**config.mk**
```make
export PLATFORM = sky130hd
export DESIGN_NAME = pipeline_sequencer_flat
export DESIGN_NICKNAME = d
export VERILOG_FILES = /design/src/rtl/pipeline_sequencer_if.sv /design/src/rtl/pipeline_sequencer.sv /design/src/flat_wrapper.sv
export SDC_FILE = /design/constraint.sdc
export NUM_CORES = 1
export LEC_CHECK = 0
export CORE_MARGIN = 10
export CORE_UTILIZATION = 60
export CTS_CLUSTER_SIZE = 14
export DETAILED_ROUTE_END_ITERATION = 6
export DONT_BUFFER_PORTS = 1
export PLACE_DENSITY = 0.78
export SETUP_SLACK_MARGIN = 0.4
export SLEW_MARGIN = 20
export SYNTH_ARGS = -nofsm -noshare
export SYNTH_HDL_FRONTEND = slang
export SYNTH_SLANG_ARGS = --single-unit
```
**constraint.sdc**
```tcl
create_clock -name clk -period 5.3 [get_ports clk]
set_input_delay 0.795 -clock clk [delete_from_list [all_inputs] [get_ports clk]]
set_output_delay 0.795 -clock clk [all_outputs]
set_load 0.03 [all_outputs]
```
**src/rtl/pipeline_sequencer_if.sv**
```systemverilog
// Pixel stream handshake between an RGB source and the pipeline sequencer.
// The source drives in_valid/in_data; the sequencer answers with in_ready.
interface pipeline_sequencer_if #(
    parameter int PIXEL_SIZE = 24
);
    logic                  in_valid;
    logic                  in_ready;
    logic [PIXEL_SIZE-1:0] in_data;

    modport master (output in_valid, output in_data, input in_ready);
    modport slave  (input in_valid, input in_data, output in_ready);
endinterface

```
**src/rtl/pipeline_sequencer.sv**
```systemverilog
// Front-end controller for the detection datapath (rgb2i -> sobel -> threshold -> CC).
// Takes a valid/ready RGB pixel stream, drives the datapath en/hsync/vsync/data/mode,
// latches the mode once per frame, and then issues en-only flush cycles so the
// row buffers drain their final rows. Reports busy/done and a completed-frame count.
// Optional build macro PIPELINE_SEQUENCER_CONTINUOUS_EN: when defined, a finished
// frame rolls straight into the next one (mode re-latched) without a start pulse.
module pipeline_sequencer #(
    parameter int FRAME_WIDTH  = 640,
    parameter int FRAME_HEIGHT = 480,
    parameter int FLUSH_CYCLES = 1284,
    parameter int PIXEL_SIZE   = 24,
    parameter int WORD_SIZE    = 8
) (
    input  logic                  clk,
    input  logic                  reset,
    input  logic                  start,
    pipeline_sequencer_if.slave   px,
    input  logic [WORD_SIZE-1:0]  mode_in,
    output logic                  en,
    output logic                  hsync,
    output logic                  vsync,
    output logic [PIXEL_SIZE-1:0] pix_out,
    output logic [WORD_SIZE-1:0]  mode_out,
    output logic                  busy,
    output logic                  done,
    output logic [15:0]           frame_count
);

    localparam int XW = (FRAME_WIDTH  > 1) ? $clog2(FRAME_WIDTH)  : 1;
    localparam int YW = (FRAME_HEIGHT > 1) ? $clog2(FRAME_HEIGHT) : 1;
    localparam logic [XW-1:0] X_LAST    = XW'(FRAME_WIDTH - 1);
    localparam logic [YW-1:0] Y_LAST    = YW'(FRAME_HEIGHT - 1);
    localparam logic [15:0]   FLUSH_LEN = 16'(FLUSH_CYCLES);

    typedef enum logic [1:0] {
        IDLE,
        STREAM,
        FLUSH,
        DONE
    } state_t;

    state_t        state;
    logic [XW-1:0] x;
    logic [YW-1:0] y;
    logic [15:0]   flush_cnt;

    // Frame sequencer: state, position counters and every registered output.
    always_ff @(posedge clk) begin
        if (reset) begin
            state       <= IDLE;
            x           <= '0;
            y           <= '0;
            flush_cnt   <= '0;
            px.in_ready <= 1'b0;
            en          <= 1'b0;
            hsync       <= 1'b0;
            vsync       <= 1'b0;
            pix_out     <= '0;
            mode_out    <= '0;
            busy        <= 1'b0;
            done        <= 1'b0;
            frame_count <= '0;
        end else begin
            // NOTE: non-blocking assignments throughout; these defaults make en/hsync/vsync/done
            // single-cycle pulses that a later assignment in the same cycle simply overrides.
            en    <= 1'b0;
            hsync <= 1'b0;
            vsync <= 1'b0;
            done  <= 1'b0;

            case (state)
                IDLE: begin
                    if (start) begin
                        mode_out    <= mode_in;
                        x           <= '0;
                        y           <= '0;
                        state       <= STREAM;
                        px.in_ready <= 1'b1;
                        busy        <= 1'b1;
                    end
                end

                STREAM: begin
                    if (px.in_valid && px.in_ready) begin
                        en      <= 1'b1;
                        pix_out <= px.in_data;
                        hsync   <= (x == '0);
                        vsync   <= (x == '0) && (y == '0);
                        if (x == X_LAST) begin
                            x <= '0;
                            if (y == Y_LAST) begin
                                // Last pixel of the frame: stop accepting and start draining.
                                y           <= '0;
                                flush_cnt   <= FLUSH_LEN;
                                state       <= FLUSH;
                                px.in_ready <= 1'b0;
                            end else begin
                                y <= y + 1'b1;
                            end
                        end else begin
                            x <= x + 1'b1;
                        end
                    end
                end

                FLUSH: begin
                    en        <= 1'b1;
                    pix_out   <= '0;
                    flush_cnt <= flush_cnt - 1'b1;
                    if (flush_cnt == 16'd1) begin
                        state <= DONE;
                        busy  <= 1'b0;
                    end
                end

                DONE: begin
                    done        <= 1'b1;
                    frame_count <= frame_count + 16'd1;
`ifdef PIPELINE_SEQUENCER_CONTINUOUS_EN
                    mode_out    <= mode_in;
                    x           <= '0;
                    y           <= '0;
                    state       <= STREAM;
                    px.in_ready <= 1'b1;
                    busy        <= 1'b1;
`else
                    state       <= IDLE;
`endif
                end

                default: state <= IDLE;
            endcase
        end
    end

endmodule

```
**src/flat_wrapper.sv**
```systemverilog
// flat-port wrapper written by rule: the top's interface ports become plain ports
module pipeline_sequencer_flat 
#(
    parameter int FRAME_WIDTH  = 640,
    parameter int FRAME_HEIGHT = 480,
    parameter int FLUSH_CYCLES = 1284,
    parameter int PIXEL_SIZE   = 24,
    parameter int WORD_SIZE    = 8
)
  (clk, reset, start, mode_in, en, hsync, vsync, pix_out, mode_out, busy, done, frame_count, px_in_valid, px_in_data, px_in_ready);
  pipeline_sequencer_if #(.PIXEL_SIZE(PIXEL_SIZE)) px_i ();
  input  logic clk;
  input  logic reset;
  input  logic start;
  input  logic [WORD_SIZE-1:0] mode_in;
  output logic en;
  output logic hsync;
  output logic vsync;
  output logic [PIXEL_SIZE-1:0] pix_out;
  output logic [WORD_SIZE-1:0] mode_out;
  output logic busy;
  output logic done;
  output logic [15:0] frame_count;
  input wire logic [$bits(px_i.in_valid)-1:0] px_in_valid;
  input wire logic [$bits(px_i.in_data)-1:0] px_in_data;
  output wire logic [$bits(px_i.in_ready)-1:0] px_in_ready;
  assign px_i.in_valid = px_in_valid;
  assign px_i.in_data = px_in_data;
  assign px_in_ready = px_i.in_ready;
  pipeline_sequencer #(.FRAME_WIDTH(FRAME_WIDTH), .FRAME_HEIGHT(FRAME_HEIGHT), .FLUSH_CYCLES(FLUSH_CYCLES), .PIXEL_SIZE(PIXEL_SIZE), .WORD_SIZE(WORD_SIZE)) u_core (.clk(clk), .reset(reset), .start(start), .px(px_i), .mode_in(mode_in), .en(en), .hsync(hsync), .vsync(vsync), .pix_out(pix_out), .mode_out(mode_out), .busy(busy), .done(done), .frame_count(frame_count));
endmodule
```
==> metrics, run 1 <==
status=finished clean; Distinct cells, synth=54; top cell type's share of synthesized area=44.5%; Setup violations, final=0; CTS buffer count=9; DRC=0; Seq/Total Area, Yosys=roughly 45%; post-CTS sizing=0; Synth Flop Type=dfxtp_1; worst skew pair latency=0.36 ns; initial core utilization=roughly three fifths; Inserted Diodes=0; number of global-route vias before repair=between 3000 and 4000; Final ANT Viol Nets=0; setup slack at placement=around 2.6 ns; largest area contributor in the netlist=dfxtp_1; Critical Path AT=3.09 ns; CP dominant cell by count=a21oi_1; CP Launch Type=register; initial DRC count=184; first-pass GRT wire length=between 15000 and 20000 µm; CP Data Required Time=5.59 ns; average cell area after synthesis=8.47 µm²; Sw Pwr=0.00116 W; LEAKAGE=roughly 1.5 nW; total number of vias=about 3400; fin. max-slew vios=0; switching part of the total power=approximately 45%; Final #Nets=between 500 and 600; Top-Level Pins=90; Hold Vio Cnt, Final=0; Worst Setup Slack, final=2.50 ns; worst slew pin tran=0.925 ns; Syn Std Cell Area=approximately 4100 µm²; CTS tree=built; P&R area growth vs syn=5.84%; #FFs+latches synth=91; final worst-path cycle share=between 50% and 60%; grt total ovfl=0; internal power=0.00143 W; Port Buffers=0; Routed WL=about 9600 µm; hpwl dp=between 6000 and 7000 µm; sequential power share=between 40 and 50%; Clk pwr share=between 10% and 20%; critical setup path kind=reg -> reg; row cnt=30; clock slew at reported path FFs=around 0.10 ns; hold buffers post-CTS=0; CP max stage cell=a21oi_1; cell-by-cell trace of the critical path=inv_1 -> ha_1 -> mux2i_1 -> a21oi_1 -> nand4_1 -> or4_1 -> a21oi_1; Pwr Density=approximately 600 nW/µm²; initial antenna violation count=0; Async S/R FF share, synth=0%; synth top area cells=dfxtp_1, a21oi_1, nor2_1; Total Negative Setup Slacks=0 ns; core area=roughly 6700 µm²; crit-path max cell delay=approximately 0.76 ns; Die Ht=around 100 µm; CP Max Fanout=16; clock sink count=91; number of enable flip-flop cells after synthesis=0; RSZ-0062 raised after global routing=no; f_max=roughly 0.36 GHz; H-tree depth=3; max-cap violations=0; Final GP Congestion=~0.87; Syn. warnings=0; Peak supply drop=roughly 350 µV; worst hold path class=in -> reg; syn nets=530; CTS Buffer Depth=2; synthesized instance count=483; Initial DRT Pass Iterations=5; Total Routing Usage GR=about 18%; Worst Clk Skew=around 0.012 ns; Root Driver=clkbuf_8; post-layout util=64.5%; die area=10500 µm²; largest net degree at the start of global routing=slightly above 60; critical path endpoint category=register; Tmin final=roughly 2.8 ns; Slew headroom=between 30% and 40%; per-cell routed wire length=about 17 µm; worst hold slack=roughly 0.49 ns; share of layout cells above drive strength 1=under 10%; # Post-CTS Setup Buffers=0; Die W=about 100 µm; Comb pwr share=around 36%; Vias per Instance=between 6 and 7
-- per-layer routing --
layer | GRT usage [%] | part of all wire (%)
met5 | 0 | 0
met4 | 4.99 | 2.0
met3 | 10.5 | 11
met2 | 28.3 | 46
met1 | 21.3 | 41
-- placed cells by master (no fill, tap or decap), types with 4 or more instances in the layout --
cell,n
clkbuf_8,11
ha_1,11
nand4b_1,4
nor4_1,5
o21ai_0,13
nor3_1,10
inv_1,12
or4_1,5
nor2_1,65
nand4_1,11
xor2_1,14
xnor2_1,12
a21oi_1,59
dfxtp_1,91
nand3_1,19
or3_1,7
nand2_1,33
o31ai_1,7
nor3b_1,24
nor2b_1,5
-- registers in the layout, summed over array words and instances, names as in the netlist --
signal / count
u_core.pix_out: 24
u_core.flush_cnt: 16
u_core.frame_count: 16
u_core.x: 10
u_core.y: 9
u_core.mode_out: 8
u_core.state: 2
u_core.busy: 1
u_core.done: 1
u_core.en: 1
u_core.hsync: 1
u_core.px.in_ready: 1
u_core.vsync: 1
-- power groups by stage --
stage               clock network (W)  registers (W)  logic (W)
finish                       0.000506        0.00115   0.000932
global route                 0.000544        0.00118    0.00106
CTS                          0.000517        0.00116   0.000922
detailed placement                  0        0.00117   0.000916
global placement                    0        0.00116   0.000886
floorplan                           0        0.00112   0.000779
-- synth_stat cells (4+ instances only) --
library cell,number
nor3_1,10
o31ai_1,7
nor2_1,65
nor3b_1,24
or4_1,5
dfxtp_1,91
nand4b_1,4
nand4_1,11
nand3_1,19
nand2_1,33
nor4_1,5
xor2_1,14
or3_1,7
clkbuf_1,23
a21oi_1,59
o21ai_0,13
nor2b_1,5
inv_1,12
ha_1,11
xnor2_1,12
-- worst max-delay path, delay by kind of cell, from the launching register on --
| family | cells | cell delay [ns] |
|---|---|---|
| simple gates | 2 | 0.67 |
| mux | 1 | 0.21 |
| buf+inv | 1 | 0.09 |
| compound gates | 2 | 0.92 |
| fa+ha+maj | 1 | 0.47 |
| flops | 1 | 0.36 |
-- metrics by stage --
| step | power [W] | instance area (µm²) | instances |
|---|---|---|---|
| global placement | 0.00205 | 4110 | 540 |
| finish | 0.00259 | 4330 | 556 |
| CTS | 0.00259 | 4330 | 556 |
| global route | 0.00278 | 4330 | 556 |
| detailed placement | 0.00208 | 4110 | 540 |
| floorplan | 0.00190 | 4090 | 483 |
-- final cells by class --
class                           count  area (µm²)
Clock buffer                       11         151
Clock inverter                      5        67.6
Fill cell                         549        2390
Inverter                           13        48.8
Multi-Input combinational cell    354        2130
Sequential cell                    91        1820
Tap cell                           80         100
Timing Repair Buffer                2        15.0
-- worst paths after layout --
check / start / endpoint / slack [ns] / depth (start not counted)
setup / recovery: u_core.state[1] / u_core.y[8] / 2.50 / 7
setup reg to reg: u_core.state[1] / u_core.y[8] / 2.50 / 7
hold reg to reg: u_core.flush_cnt[15] / u_core.flush_cnt[15] / 0.49 / 2
hold / removal: reset / u_core.done / 0.49 / 1
-- cells by family (layout without fill, tap and decap cells) --
family	Yosys count	after routing	synth area share, %
buf+inv	38	31	3.52
flops	91	91	44.5
simple gates	214	214	28.0
fa+ha+maj	11	11	3.36
xor+xnor	26	26	5.57
mux	2	2	0.489
compound gates	101	101	14.6
(Power assumes the default switching activity.)
==> run 2, diff against run 1 <==
==> constraint.sdc (replaced) <==
create_clock -name clk -period 2.7 [get_ports clk]
set_input_delay 0.405 -clock clk [delete_from_list [all_inputs] [get_ports clk]]
set_output_delay 0.405 -clock clk [all_outputs]
set_load 0.03 [all_outputs]
==> metrics, run 2 (same netlist as run 1, synthesis figures left out) <==
per-cell routed wire length=17.0 µm (-1.7%); Setup violations, final=0 (unchanged); core area=6720 µm² (unchanged); Power Total=0.00506 W (+95%); Root Driver=clkbuf_8; Peak supply drop=661 µV (+88%); Die W=103 µm (unchanged); Final GP Congestion=0.861 (-0.57%); Pwr Density=1160 nW/µm² (+93%); Initial DRT Pass Iterations=5 (unchanged); CP Data Required Time=2.98 ns (-2.61 ns); total number of vias=3403 (-0.029%); CTS buffer count=9 (unchanged); Final ANT Viol Nets=0 (unchanged); initial antenna violation count=0 (unchanged); CP startpoint=u_core.x[7]; commonest non-fill, non-tap cell in the layout=dfxtp_1; LEAKAGE=1.50 nW (+0.53%); clock sink count=91 (unchanged); Slew headroom=63.4% (+27 points); first-pass GRT wire length=15600 µm (+0.75%); number of flip-flops in the largest register=24 (unchanged); initial core utilization=60.9% (unchanged); number of global-route vias before repair=3212 (+2.6%); P&R area growth vs syn=6.94%; Port Buffers=0 (unchanged); most frequent cells in the layout=dfxtp_1, nor2_1, a21oi_1; worst hold path class=in -> reg; share of layout cells above drive strength 1=9.96% (+3.4 points); CTS tree=built; Tmin final=2.21 ns (-0.593 ns); status=finished clean; Critical Path AT=2.49 ns (-0.60 ns); CTS Buffer Depth=2 (unchanged); CP Launch Type=register; largest net degree at the start of global routing=61 (unchanged); H-tree depth=3 (unchanged); Placed Instance Area=4160 µm² (+1.1%); hpwl dp=6720 µm (-1.5%); RSZ-0062 raised after global routing=yes; Biggest register=u_core.pix_out; worst skew pair latency=0.36 ns (about the same); Hold Crit Start=reset; initial DRC count=238 (+29%); dpl cells=546 (+1.1%); top flop regs=u_core.pix_out (24), u_core.flush_cnt (16), u_core.frame_count (16); max-cap violations=0 (unchanged); final worst-path cycle share=81.9% (+29 points); worst slew pin tran=0.548 ns (-0.377 ns); Total Routing Usage GR=18.4% (+0.094 points); f_max=0.452 GHz (+27%); Total Negative Setup Slacks=0 ns (unchanged); CP Max Fanout=9 (-7); Final #Nets=524 (+1.2%); design area=4380 µm² (+1.0%); Top-Level Pins=90 (unchanged); post-layout util=65.1% (+0.67 points); Die Ht=103 µm (unchanged); die area=10500 µm² (unchanged); critical setup path kind=reg -> reg; DRC=0 (unchanged); Inserted Diodes=0 (unchanged); final std cells w/o fill=562 (+1.1%); Hold Vio Cnt, Final=0 (unchanged); Vias per Instance=6.06 (-1.1%); Worst Clk Skew=0.0173 ns (+0.00485 ns); clock slew at reported path FFs=0.10 ns (about the same); critical path endpoint category=register; grt total ovfl=0 (unchanged); row cnt=30 (unchanged); Routed WL=9530 µm (-0.59%); reg-to-reg startpoint=u_core.x[7]; fin. max-slew vios=0 (unchanged)
run 2: cell count changes in the layout (fill, tap and decap cells not counted), sizes merged:
cell	previous run	this run
clkinvlp	0	2
clkbuf	11	10
bufinv	1	0
buf	2	8
run 2: critical path, stage by stage (launching register included):
cell	delay [ns]
dfxtp_1	0.36
or3b_4	0.43
or3_4	0.37
o21a_2	0.29
or4b_1	0.52
a21oi_1	0.17
run 2: area by class of cell:
cell class | instances | area [µm²]
clock buffers | 10 | 138
clock inverters | 6 | 46.3
fillers | 572 | 2340
inverters | 13 | 48.8
multi-input cells | 354 | 2160
flip-flops and latches | 91 | 1830
well taps | 80 | 100
repair buffers | 8 | 60.1
run 2: repair_timing:
action                                  4_1_cts  5_1_grt
endpoints found under the setup margin        3       20
gates resized for setup                       1       11
setup buffers                                 0        0
hold buffers                                  0        0
run 2: stage by stage:
stage	hold slack (ns)	setup slack [ns]
6_report	0.105	0.489
4_1_cts	0.0903	0.433
5_1_grt	0.0871	0.385
3_5_place_dp	0.475	0.428
3_3_place_gp	0.467	0.527
2_1_floorplan	0.441	0.575
run 2: worst paths after layout:
check                      endpoint  cells after the start  slack (ns)
max reg2reg    u_core.flush_cnt[13]                      5        0.49
min reg2reg             u_core.x[1]                      2        0.49
min          u_core.frame_count[15]                      1        0.10
max            u_core.flush_cnt[13]                      5        0.49
run 2: power breakdown:
| part | internal [W] | leakage, nW | switching, W |
|---|---|---|---|
| Clock | 0.000366 | 0.0893 | 0.000497 |
| Sequential | 0.00165 | 0.741 | 0.000608 |
| Combinational | 0.000752 | 0.674 | 0.00119 |
run 2: per-layer routing:
layer | global-route usage [%] | routed length [µm]
met1 | 22.4 | 4000
met2 | 27.9 | 4360
met3 | 8.71 | 1040
met4 | 6.40 | 124
met5 | 0 | 0
